[config.mk]
export PLATFORM = sky130hd
export DESIGN_NAME = mac_psum_accum
export DESIGN_NICKNAME = d
export VERILOG_FILES = /design/src/rtl/mac_psum_accum.sv
export SDC_FILE = /design/constraint.sdc
export NUM_CORES = 2
export LEC_CHECK = 0
export CORE_MARGIN = 4
export CORE_UTILIZATION = 45
export CTS_BUF_LIST = sky130_fd_sc_hd__clkbuf_4 sky130_fd_sc_hd__clkbuf_8
export DETAILED_ROUTE_END_ITERATION = 10
export SYNTH_ARGS = -nofsm -noshare
export SYNTH_HDL_FRONTEND = slang
export SYNTH_SLANG_ARGS = --single-unit
[constraint.sdc]
create_clock -name clk -period 16.7 [get_ports clk]
set_clock_uncertainty 0.15 [all_clocks]
set_input_delay 1.67 -clock clk [delete_from_list [all_inputs] [get_ports clk]]
set_output_delay 1.67 -clock clk [all_outputs]
set_load 0.01 [all_outputs]
[src/rtl/mac_psum_accum.sv]
// Per-lane saturating partial-sum accumulators with per-lane result FIFOs.
// A round-robin arbiter drains the FIFOs onto one lane-tagged valid/ready port.
module mac_psum_accum #(
    parameter int N_LANE = 8,
    parameter int W_PSUM = 32,
    parameter int W_ACC  = 40,
    parameter int DEPTH  = 4,
    parameter int W_LID  = $clog2(N_LANE)
) (
    input  logic                       clk,
    input  logic                       rst_n,
    input  logic                       flush_i,
    input  logic                       bias_enable_i,
    input  logic [N_LANE-1:0]          in_valid_i,
    output logic [N_LANE-1:0]          in_ready_o,
    input  logic [N_LANE*W_PSUM-1:0]   in_psum_i,
    input  logic [N_LANE-1:0]          in_inter_end_i,
    input  logic [N_LANE-1:0]          in_accum_end_i,
    input  logic [N_LANE*32-1:0]       bias_i,
    output logic                       out_valid_o,
    input  logic                       out_ready_i,
    output logic [W_LID-1:0]           out_lane_o,
    output logic [31:0]                out_data_o,
    output logic                       out_end_o,
    output logic [N_LANE-1:0]          sat_o
);
    localparam int AW = $clog2(DEPTH);
    localparam logic [AW:0] FULL = (AW+1)'(DEPTH);

    logic [N_LANE-1:0]        nonempty;
    logic [N_LANE-1:0]        pop;
    logic [N_LANE-1:0][32:0]  head_word;
    logic [W_LID-1:0]         rr_ptr_reg;
    logic [W_LID-1:0]         rr_ptr_next;
    logic [W_LID-1:0]         grant;
    logic [W_LID:0]           idx;
    logic [W_LID:0]           rr_inc;
    logic                     any_valid;
    logic                     handshake;

    generate
        for (genvar gi = 0; gi < N_LANE; gi++) begin : g_lane
            logic signed [W_ACC-1:0] acc_reg;
            logic [AW-1:0]           wr_ptr_reg;
            logic [AW-1:0]           rd_ptr_reg;
            logic [AW:0]             count_reg;
            logic                    sat_reg;
            logic [32:0]             mem [DEPTH];
            logic [W_PSUM-1:0]       psum;
            logic [31:0]             bias;
            logic [W_ACC:0]          sum1_wide;
            logic [W_ACC:0]          sum2_wide;
            logic [W_ACC-1:0]        sum1;
            logic [W_ACC-1:0]        sum2;
            logic [W_ACC-1:0]        sum_fin;
            logic [31:0]             res32;
            logic                    ovf1, ovf2, fits32, clamp;
            logic                    use_bias, accept, push;

            assign psum     = in_psum_i[gi*W_PSUM +: W_PSUM];
            assign bias     = bias_i[gi*32 +: 32];
            assign accept   = in_valid_i[gi] & in_ready_o[gi];
            assign push     = accept & (in_inter_end_i[gi] | in_accum_end_i[gi]);
            assign use_bias = in_accum_end_i[gi] & bias_enable_i;

            // One guard bit: overflow iff the two top bits of the wide sum disagree
            assign sum1_wide = {acc_reg[W_ACC-1], acc_reg}
                             + {{(W_ACC+1-W_PSUM){psum[W_PSUM-1]}}, psum};
            assign ovf1 = sum1_wide[W_ACC] ^ sum1_wide[W_ACC-1];
            assign sum1 = ovf1 ? {sum1_wide[W_ACC], {(W_ACC-1){~sum1_wide[W_ACC]}}}
                               : sum1_wide[W_ACC-1:0];

            assign sum2_wide = {sum1[W_ACC-1], sum1} + {{(W_ACC+1-32){bias[31]}}, bias};
            assign ovf2 = sum2_wide[W_ACC] ^ sum2_wide[W_ACC-1];
            assign sum2 = ovf2 ? {sum2_wide[W_ACC], {(W_ACC-1){~sum2_wide[W_ACC]}}}
                               : sum2_wide[W_ACC-1:0];

            assign sum_fin = use_bias ? sum2 : sum1;
            assign fits32  = (&sum_fin[W_ACC-1:31]) | ~(|sum_fin[W_ACC-1:31]);
            assign res32   = fits32 ? sum_fin[31:0]
                                    : {sum_fin[W_ACC-1], {31{~sum_fin[W_ACC-1]}}};
            assign clamp   = ovf1 | (use_bias & ovf2) | (push & ~fits32);

            always_ff @(posedge clk or negedge rst_n) begin
                if (!rst_n) begin
                    acc_reg    <= '0;
                    wr_ptr_reg <= '0;
                    rd_ptr_reg <= '0;
                    count_reg  <= '0;
                    sat_reg    <= 1'b0;
                end else if (flush_i) begin
                    acc_reg    <= '0;
                    wr_ptr_reg <= '0;
                    rd_ptr_reg <= '0;
                    count_reg  <= '0;
                    sat_reg    <= 1'b0;
                end else begin
                    if (accept)
                        acc_reg <= in_accum_end_i[gi] ? '0 : sum_fin;
                    if (push)
                        wr_ptr_reg <= wr_ptr_reg + 1'b1;
                    if (pop[gi])
                        rd_ptr_reg <= rd_ptr_reg + 1'b1;
                    if (push && !pop[gi])
                        count_reg <= count_reg + 1'b1;
                    else if (!push && pop[gi])
                        count_reg <= count_reg - 1'b1;
                    if (accept && clamp)
                        sat_reg <= 1'b1;
                end
            end

            // Storage needs no reset: occupancy is tracked by count_reg
            always_ff @(posedge clk) begin
                if (push && !flush_i)
                    mem[wr_ptr_reg] <= {in_accum_end_i[gi], res32};
            end

            assign in_ready_o[gi] = (count_reg != FULL);
            assign nonempty[gi]   = (count_reg != '0);
            assign head_word[gi]  = mem[rd_ptr_reg];
            assign sat_o[gi]      = sat_reg;
            assign pop[gi]        = handshake & (grant == W_LID'(gi));
        end
    endgenerate

    always_comb begin
        grant     = '0;
        any_valid = 1'b0;
        idx       = '0;
        for (int i = 0; i < N_LANE; i++) begin
            idx = {1'b0, rr_ptr_reg} + (W_LID+1)'(i);
            if (idx >= (W_LID+1)'(N_LANE))
                idx = idx - (W_LID+1)'(N_LANE);
            if (!any_valid && nonempty[idx[W_LID-1:0]]) begin
                grant     = idx[W_LID-1:0];
                any_valid = 1'b1;
            end
        end
    end

    assign handshake   = any_valid & out_ready_i;
    assign out_valid_o = any_valid;
    assign out_lane_o  = grant;
    assign out_data_o  = any_valid ? head_word[grant][31:0] : 32'd0;
    assign out_end_o   = any_valid & head_word[grant][32];

    always_comb begin
        rr_inc      = {1'b0, grant} + (W_LID+1)'(1);
        rr_ptr_next = rr_ptr_reg;
        if (handshake)
            rr_ptr_next = (rr_inc == (W_LID+1)'(N_LANE)) ? '0 : rr_inc[W_LID-1:0];
    end

    always_ff @(posedge clk or negedge rst_n) begin
        if (!rst_n)
            rr_ptr_reg <= '0;
        else if (flush_i)
            rr_ptr_reg <= '0;
        else
            rr_ptr_reg <= rr_ptr_next;
    end
endmodule

==> flow_summary.yaml <==
run_status:
  outcome: "finished, final reports clean"
timing:
  drv_slew: 0
  worstMarginPinSlew_ns: 1.36
  finalCriticalPeriod_ns: 10.97
  post-route-period-util_pct: 65.7
  fin_setup_tns_ns: 0
  relSlewSlack_pct: 8.84
  hold_slack_ns: 0.334
  rsz0062_at_grt: "no"
  setup_viol: 0
  fmax_mhz: 91.1
  hold_violations: 0
grt:
  grt_pass1_wl_um: 549000
  grt_max_degree: 112
  grt_pass1_vias: 84375
  gr-total-overflow: 0
  antenna_found_initial: 15
  grtUsageTotal_pct: 30.4
pwr:
  p_leak_nw: 45.7
  vdd_drop_max_v: 0.000283
  power_density_mw_per_mm2: 167
final_layout:
  final_cells: 13804
  layout.area.seq_mm2: 0.0414
  drive_above_1_share_pct: 10.1
  largest_reg_flops: 1056
  syn2layout_area_growth_pct: 14.0
  design_area_mm2: 0.118
  n_fill_cell: 20553
  multi_input_area_mm2: 0.0587
  layout.nets: 11851
floorplanning:
  boundaryPins: 594
  dieArea_mm2: 0.237
  coreArea_mm2: 0.228
  die_h_um: 487
  initial_core_util_pct: 45.3
  num_rows: 175
  die_w_um: 487
cts:
  clk_path_buf_depth: 4
  cts_sinks: 1443
  clk_latency_ns: 1.01
  cts_buffers: 274
  cts-root-buf: "clkbuf_8"
  htree_levels: 5
  cts.repair.resized: 0
  cts_tree: "built"
  hold_buffers: 0
  postCtsSetupBuffers: 0
  clk_pin_slew_worst_paths_ns: 0.07
worst_setup_path:
  cp-end-kind: "register"
  worst_setup_path_start_kind: "input port"
  arrival_ns: 11.56
  required_ns: 17.29
  path_max_fanout: 32
  critPathKind: "in2reg"
logic_synthesis:
  avgSynthCellArea_um2: 10.2
  ys_seq_elements: 1443
  synth_flop_cell: "edfxtp_1"
  synth_edf_count: 1056
  netlist_instances: 10105
  ys_warn_count: 0
  ys_seq_area_share_pct: 40.1
  synthArstFlopShare_pct: 26.8
  synth_fp_nets: 11350
  netlist_area_mm2: 0.103
  synthDistinctLibCells: 112
placement:
  hpwl_um: 286000
  routabilityCongestion: 1.00
  portBuffers: 593
  dpl.cell_count: 13339
  dpl_cell_area_mm2: 0.112
job:
  maxCapViolCount: 0
route:
  wl_um: 373000
  vias: 86964
  vias_per_cell: 6.30
  drc: 0
  ant_nets: 0
  dr.pass1.iters: 8
  drtIter0Drc: 8499
  wl_per_cell_um: 27.0
hold_path:
  hp-class: "reg2reg"
## cell type report
| class | instances | share of cell area [%] |
|---|---|---|
| Clock buffer | 370 | 3.90 |
| Timing Repair Buffer | 775 | 6.23 |
| Antenna cell | 9 | 0.0192 |
| Inverter | 278 | 0.888 |
| Multi-Input combinational cell | 7834 | 49.9 |
| Sequential cell | 1443 | 35.2 |
| Tap cell | 3009 | 3.20 |
| Clock inverter | 86 | 0.588 |
## routing by layer
metal	part of all wire (%)	GRT usage [%]	vias up	routed length, um
met5	0.015	0	-	57
li1	-	-	39907	-
met3	7.0	4.35	545	26200
met4	4.1	11.4	8	15300
met1	43	42.3	42958	159000
met2	46	48.4	3546	172000
## critical path, stage by stage
cell	delay (ns)
clkdlybuf4s50_1	0.46
ha_1	0.20
inv_1	0.07
fa_1	0.39
nand2b_1	0.20
a21o_1	0.23
a211o_1	0.30
a211oi_1	0.50
a211oi_1	0.24
a21oi_1	0.82
nand2_1	0.83
a21oi_1	0.67
ha_1	0.41
a21oi_1	0.20
o21ai_1	0.11
a221oi_1	0.52
o211ai_2	0.34
a221oi_4	0.56
nand2_1	0.17
mux2_2	0.33
nand2_2	0.34
a2bb2oi_1	0.36
nand4_1	0.13
or4_4	0.45
o31ai_4	0.07
buf_4	0.54
mux2i_1	0.40
## kinds of logic (layout without fill, tap and decap cells)
family                   after synthesis  count (layout)  synth area share (%)
AO/OA/AOI/OAI                       3514            3514                  21.8
AND/OR/NAND/NOR                     2423            2423                  11.2
flip-flops                          1443            1443                  40.1
buffers and inverters                828            1509                  3.17
adder cells (fa/ha/maj)              721             721                  8.88
XOR/XNOR                             595             595                  5.05
multiplexers                         581             581                  9.71
other                                  0               9                     0
## layout by cell type (no fill, tap or decap), types with 314 or more instances in the layout
master	synthesis	final
a21oi_1	1099	1091
clkdlybuf4s50_1	0	590
dfrtp_1	387	378
edfxtp_1	1056	1056
ha_1	680	680
mux4_2	334	334
nand2_1	753	753
nor2_1	622	617
o21ai_0	645	643
xnor2_1	314	314
## path summary, 6_finish.rpt
| kind | end | slack, ns | startpoint | cells past startpoint |
|---|---|---|---|---|
| min | g_lane[1].acc_reg[9]$_DFFE_PN0P_ | 0.33 | g_lane[1].acc_reg[9]$_DFFE_PN0P_ | 2 |
| min reg2reg | g_lane[1].acc_reg[9]$_DFFE_PN0P_ | 0.33 | g_lane[1].acc_reg[9]$_DFFE_PN0P_ | 2 |
| max in group asynchronous | g_lane[2].acc_reg[35]$_DFFE_PN0P_ | 13.00 | rst_n | 4 |
| max | g_lane[5].mem[3][25]$_DFFE_PP_ | 5.73 | in_psum_i[160] | 27 |
| min in group asynchronous | g_lane[1].acc_reg[11]$_DFFE_PN0P_ | 0.52 | rst_n | 1 |
| max reg2reg | g_lane[5].mem[3][25]$_DFFE_PP_ | 6.47 | g_lane[5].acc_reg[0]$_DFFE_PN0P_ | 26 |
## Yosys cell counts, types with 110 or more instances
cell type	n	area (um^2)
a211oi_1	139	1040
a21o_1	263	1970
a21oi_1	1099	5500
a22o_1	202	1770
a31oi_1	137	857
and2_1	114	713
clkbuf_1	466	1750
dfrtp_1	387	9680
edfxtp_1	1056	31700
ha_1	680	8510
inv_1	275	1030
mux2i_1	232	2320
mux4_2	334	7520
nand2_1	753	2830
nand3_1	174	871
nand4_1	148	926
nor2_1	622	2330
nor3_1	156	781
o211ai_1	117	878
o21a_1	110	826
o21ai_0	645	3230
xnor2_1	314	2750
xor2_1	281	2460
## report_power, final
group / leakage [nW] / switching (W) / internal [W]
logic: 28.2 / 0.00743 / 0.00422
registers: 14.8 / 0.000158 / 0.00436
clock network: 2.77 / 0.00152 / 0.00194
## per-stage QoR
step	worst slack (ns)	power, W	util (%)
after global placement	5.23	0.0160	49.3
after detailed placement	4.99	0.0160	49.3
after global routing	5.33	0.0206	51.6
after floorplan	7.93	0.0115	-
final	5.73	0.0196	51.6
after CTS	6.05	0.0196	51.6
Note: power is estimated with default switching activity, not from simulation.
